### config.mk
export PLATFORM = sky130hd
export DESIGN_NAME = data_mem_ctrl
export DESIGN_NICKNAME = d
export VERILOG_FILES = /design/src/rtl/dmem_pkg.sv /design/src/rtl/dmem_lane_align.sv /design/src/rtl/data_mem_ctrl.sv
export SDC_FILE = /design/constraint.sdc
export NUM_CORES = 2
export LEC_CHECK = 0
export ABC_CLOCK_PERIOD_IN_PS = 3220
export CORE_UTILIZATION = 38
export CTS_BUF_LIST = sky130_fd_sc_hd__clkbuf_16
export CTS_CLUSTER_DIAMETER = 30
export DETAILED_ROUTE_END_ITERATION = 7
export PLACE_DENSITY_LB_ADDON = 0.2
export SLEW_MARGIN = 20
export SYNTH_ARGS = -nofsm -noshare
export SYNTH_HDL_FRONTEND = slang
export SYNTH_SLANG_ARGS = --single-unit
### constraint.sdc
create_clock -name clk -period 3.22 [get_ports clk]
set_clock_uncertainty 0.1 [all_clocks]
set_input_delay 0.644 -clock clk [delete_from_list [all_inputs] [get_ports clk]]
set_output_delay 0.644 -clock clk [all_outputs]
set_load 0.02 [all_outputs]
### src/rtl/dmem_pkg.sv
// Shared definitions for the clocked data memory: RISC-V funct3 size codes
// and the request/response FSM states.
package dmem_pkg;

    localparam logic [2:0] F3_B  = 3'b000;
    localparam logic [2:0] F3_H  = 3'b001;
    localparam logic [2:0] F3_W  = 3'b010;
    localparam logic [2:0] F3_BU = 3'b100;
    localparam logic [2:0] F3_HU = 3'b101;

    typedef enum logic [1:0] {
        IDLE,
        WAIT,
        RESP
    } state_t;

endpackage

### src/rtl/dmem_lane_align.sv
// Byte-lane steering for the data memory: store byte enables and replicated
// data, misalign/illegal-size detection, and load extraction with extension.
module dmem_lane_align
    import dmem_pkg::*;
(
    input  logic        we,
    input  logic [2:0]  funct3,
    input  logic [1:0]  addr_lo,
    input  logic [31:0] wdata,
    input  logic [31:0] raw_word,
    output logic [3:0]  byte_en,
    output logic [31:0] wdata_rep,
    output logic        bad,
    output logic [31:0] load_data
);

    logic [31:0] shifted;

    // Unsigned codes are legal only for loads, so a store with them is flagged.
    always_comb begin
        byte_en   = '0;
        wdata_rep = '0;
        bad       = 1'b0;
        case (funct3)
            F3_B: begin
                byte_en   = 4'b0001 << addr_lo;
                wdata_rep = {4{wdata[7:0]}};
            end
            F3_H: begin
                byte_en   = addr_lo[1] ? 4'b1100 : 4'b0011;
                wdata_rep = {2{wdata[15:0]}};
                bad       = addr_lo[0];
            end
            F3_W: begin
                byte_en   = 4'b1111;
                wdata_rep = wdata;
                bad       = |addr_lo;
            end
            F3_BU:   bad = we;
            F3_HU:   bad = we | addr_lo[0];
            default: bad = 1'b1;
        endcase
    end

    always_comb begin
        shifted   = raw_word >> {addr_lo, 3'b000};
        load_data = '0;
        case (funct3)
            F3_B:    load_data = {{24{shifted[7]}}, shifted[7:0]};
            F3_H:    load_data = {{16{shifted[15]}}, shifted[15:0]};
            F3_W:    load_data = raw_word;
            F3_BU:   load_data = {24'h0, shifted[7:0]};
            F3_HU:   load_data = {16'h0, shifted[15:0]};
            default: load_data = '0;
        endcase
    end

endmodule

### src/rtl/data_mem_ctrl.sv
// Clocked data memory for the load/store unit: one outstanding request,
// configurable read latency, byte/half/word access with error reporting.
module data_mem_ctrl
    import dmem_pkg::*;
#(
    parameter int DATA_W       = 32,
    parameter int DEPTH        = 128,
    parameter int ADDR_W       = 9,
    parameter int READ_LAT     = 1,
    parameter int INIT_PATTERN = 1
) (
    input  logic              clk,
    input  logic              rst_n,
    input  logic              req_valid,
    output logic              req_ready,
    input  logic              req_we,
    input  logic [2:0]        req_funct3,
    input  logic [ADDR_W-1:0] req_addr,
    input  logic [DATA_W-1:0] req_wdata,
    output logic              rsp_valid,
    input  logic              rsp_ready,
    output logic [DATA_W-1:0] rsp_rdata,
    output logic              rsp_err
);

    localparam int IDX_W = $clog2(DEPTH);

    typedef logic [31:0] mem_t [DEPTH];

    function automatic mem_t init_mem();
        mem_t m;
        for (int i = 0; i < DEPTH; i++) begin
            m[i] = (INIT_PATTERN == 1) ? 32'(i) : 32'h0;
        end
        return m;
    endfunction

    // Power-up contents only; reset deliberately leaves the array alone.
    mem_t mem = init_mem();

    state_t             state;
    state_t             state_next;
    logic [1:0]         cnt;
    logic               accept;
    logic [ADDR_W-3:0]  word_idx;
    logic               out_of_range;
    logic [31:0]        raw_word;
    logic [3:0]         byte_en;
    logic [31:0]        wdata_rep;
    logic               bad;
    logic               err;
    logic [31:0]        load_data;

    assign word_idx     = req_addr[ADDR_W-1:2];
    assign out_of_range = 32'(word_idx) >= 32'(DEPTH);
    assign raw_word     = out_of_range ? 32'h0 : mem[word_idx[IDX_W-1:0]];
    assign err          = bad | out_of_range;
    assign accept       = req_valid & req_ready;

    dmem_lane_align u_align (
        .we        (req_we),
        .funct3    (req_funct3),
        .addr_lo   (req_addr[1:0]),
        .wdata     (req_wdata),
        .raw_word  (raw_word),
        .byte_en   (byte_en),
        .wdata_rep (wdata_rep),
        .bad       (bad),
        .load_data (load_data)
    );

    always_ff @(posedge clk or negedge rst_n) begin
        if (!rst_n) begin
            state <= IDLE;
        end else begin
            state <= state_next;
        end
    end

    always_comb begin
        state_next = state;
        req_ready  = 1'b0;
        rsp_valid  = 1'b0;
        case (state)
            IDLE: begin
                req_ready = 1'b1;
                if (req_valid) begin
                    state_next = (READ_LAT == 1) ? RESP : WAIT;
                end
            end
            WAIT: begin
                if (cnt == 2'd1) begin
                    state_next = RESP;
                end
            end
            RESP: begin
                rsp_valid = 1'b1;
                if (rsp_ready) begin
                    state_next = IDLE;
                end
            end
            default: state_next = IDLE;
        endcase
    end

    always_ff @(posedge clk or negedge rst_n) begin
        if (!rst_n) begin
            cnt <= '0;
        end else if (accept) begin
            cnt <= 2'(READ_LAT - 1);
        end else if (state == WAIT && cnt != 2'd0) begin
            cnt <= cnt - 1'b1;
        end
    end

    // The result is fixed at accept time so later stores cannot disturb it.
    always_ff @(posedge clk or negedge rst_n) begin
        if (!rst_n) begin
            rsp_rdata <= '0;
            rsp_err   <= 1'b0;
        end else if (accept) begin
            rsp_err   <= err;
            rsp_rdata <= (err || req_we) ? '0 : load_data;
        end
    end

    // rst_n gating matters: req_ready is high throughout reset.
    always_ff @(posedge clk) begin
        if (rst_n && accept && req_we && !err) begin
            for (int i = 0; i < 4; i++) begin
                if (byte_en[i]) begin
                    mem[word_idx[IDX_W-1:0]][8*i +: 8] <= wdata_rep[8*i +: 8];
                end
            end
        end
    end

endmodule

==> flow_summary.json <==
{
  "netlist_top_cells_area": "edfxtp_1, mux2i_1, mux2_2, a221oi_1, nor2_1",
  "final.period_utilization_pct": 103,
  "ir_drop_mv": 0.570,
  "viasPerCell": 6.10,
  "hold_viol": 0,
  "wire_per_inst_um": 38.1,
  "finalSetupViolations": 14,
  "fin_setup_tns_ns": -0.344,
  "synth_top_cell_area_share_pct": 75.9,
  "tightest_slew_ns": 0.996,
  "rows": 239,
  "grt_setup_unrepaired": "true",
  "clock-sinks": 4130,
  "ys_seq_elements": 4130,
  "maxCapViolations": 0,
  "min_period_ns": 3.30,
  "layout_setup_ws_ns": -0.0841,
  "cts_buffers": 800,
  "p_leak_nw": 77.4,
  "pwr_density_cell_mw_per_mm2": 703,
  "syn_inst": 9477,
  "required_ns": 4.11,
  "pin_count": 84,
  "crit_arrival_ns": 4.19,
  "synth_nets": 9526,
  "wl_um": 696000,
  "die_w_um": 655,
  "detail-route-antenna-nets": 0,
  "final_nets": 11900,
  "synth-main-ff-cell": "edfxtp_1",
  "grt_pass1_vias": 108000,
  "crit_path_max_fanout": 2,
  "status": "finished, violations left",
  "grt_max_degree": 84,
  "final_common_cell": "edfxtp_1",
  "syn2layout_area_growth_pct": 34.5,
  "die_area_mm2": 0.429,
  "slew_violations": 0,
  "grt.total_usage_pct": 31.7,
  "worstSkewPairLatency_ns": 1.10,
  "drt-initial-drc-count": 17000,
  "fmax_mhz": 303,
  "grt_pass1_wl_um": 928000,
  "hold_class": "in -> async",
  "gp_congestion": 1.01,
  "antenna_found_initial": 50,
  "yosysTopAreaCell": "edfxtp_1",
  "io_buffers": 83,
  "violations": "setup timing",
  "drc": 0,
  "worstSetupPathType": "reg -> reg",
  "start_util_pct": 38.2,
  "hold_slack_ns": 0.0852,
  "cp-start-kind": "flop",
  "nFillCells": 34500,
  "reg2reg_depth": 10,
  "max-clock-path-buffers": 4,
  "avgSynthCellArea_um2": 17.1,
  "cts_tree": "built",
  "syn_area_mm2": 0.162,
  "die_h_um": 655,
  "synth.distinct_cells": 84,
  "num_vias": 111000,
  "ys_seq_area_share_pct": 76.4,
  "htree_levels": 6,
  "yosysWarnings": 0,
  "dp_hpwl_um": 488000,
  "r2r_slack_ns": -0.08,
  "async_flop_share_pct": 0.823,
  "cts.clk_slew.worst_paths_ns": 0.05,
  "first_pass_iters": 8,
  "final_layout_size_suffix_gt1_share_pct": 33.2,
  "cp-end-kind": "flop",
  "most-common-layout-cells": "edfxtp_1, buf_4, clkbuf_16",
  "max_slew_margin_pct": 33.5,
  "core_mm2": 0.424,
  "cts_root_buf": "clkbuf_16",
  "grt.overflow.total": 0,
  "synth_edf_count": 4096
}
## metal layers
metal | up-vias | GRT usage [%] | part of all wire [%]
li1 | 43800 | - | -
met1 | 57800 | 41.2 | 37
met2 | 8051 | 47.0 | 44
met3 | 1685 | 9.37 | 12
met4 | 27 | 18.8 | 6.8
met5 | - | 0 | 0.040
## report_power, final
part / internal [mW] / total [mW] / leakage (nW) / switching, mW
registers: 59.3 / 59.4 / 38.9 / 0.0991
clock network: 55.1 / 84.6 / 13.6 / 29.5
logic: 3.32 / 9.40 / 24.9 / 6.08
## synth_stat cells, types with 37 or more instances
cell type  number
buf_2         250
nor2_1        826
buf_1          76
nand2_1       353
o21ai_0       254
mux2_2        356
a22o_1         72
buf_4         104
o221ai_1       69
mux4_2        121
o211ai_1       66
a21oi_1       378
mux2i_1       625
clkbuf_1      227
a221o_1       125
a31oi_1        37
o2bb2ai_1      44
a22oi_1       397
edfxtp_1     4096
a221oi_1      451
## path summary, 6_finish.rpt
kind                                                 from                        end
worst max-delay path                 mem[0][24]$_DFFE_PP_   rsp_rdata[0]$_DFFE_PN0P_
worst min-delay path                                rst_n  rsp_rdata[23]$_DFFE_PN0P_
worst max register to register       mem[0][24]$_DFFE_PP_   rsp_rdata[0]$_DFFE_PN0P_
worst min register to register  rsp_rdata[23]$_DFFE_PN0P_  rsp_rdata[23]$_DFFE_PN0P_
max in group asynchronous                           rst_n  rsp_rdata[19]$_DFFE_PN0P_
min in group clk                                   req_we        rsp_err$_DFFE_PN0P_
## final cells by class
cell class / count / area (µm²) / area share [%]
Timing Repair Buffer: 2294 / 23700 / 10.9
Tap cell: 5663 / 7090 / 3.25
Multi-Input combinational cell: 4646 / 35500 / 16.3
Sequential cell: 4130 / 124000 / 56.8
Inverter: 10 / 65.1 / 0.0298
Antenna cell: 27 / 67.6 / 0.0310
Clock inverter: 684 / 7600 / 3.48
Clock buffer: 806 / 20200 / 9.25
## critical path, stage by stage (launching register included)
cell	delay (ns)
edfxtp_1	0.37
mux2_4	0.28
a221o_1	0.32
a221oi_2	0.32
buf_4	0.20
a21oi_2	0.03
mux4_2	0.58
a21oi_4	0.37
buf_12	0.15
nor3b_2	0.04
or4_1	0.41
## logic make-up (layout without fill, tap and decap cells)
family | Yosys count | count (layout) | synth area share (%)
multiplexers | 1106 | 1106 | 8.04
other | 0 | 27 | 0
AO/OA/AOI/OAI | 2157 | 2157 | 9.84
flip-flops | 4130 | 4130 | 76.4
AND/OR/NAND/NOR | 1383 | 1383 | 3.50
buffers and inverters | 701 | 3794 | 2.21
## through the flow
step | setup WS (ns) | instances | utilization, % | total power [mW] | area, µm²
floorplan | -0.738 | 9477 | - | 63.9 | 162000
global placement | -2.07 | 16700 | 44.6 | 69.2 | 189000
detailed placement | -1.74 | 16700 | 44.6 | 69.3 | 189000
CTS | -0.0169 | 18200 | 51.3 | 153 | 218000
global route | -0.0660 | 18200 | 51.4 | 156 | 218000
finish | -0.0841 | 18300 | 51.4 | 153 | 218000
## sequential cells by signal, summed over array words and instances (netlist names)
register / count
state: 1
mem: 4096
rsp_rdata: 32
rsp_err: 1
## what timing repair did
| action | CTS | global route |
|---|---|---|
| gates resized for setup | 59 | 61 |
| cloned | 3 | 2 |
| pin swaps | 12 | 20 |
| endpoints found under the hold margin | 35 | 0 |
| endpoints found under the setup margin | 47 | 32 |
| setup buffers | 10 | 14 |
| hold buffers | 2 | 0 |
Note: power is estimated with default switching activity, not from simulation.
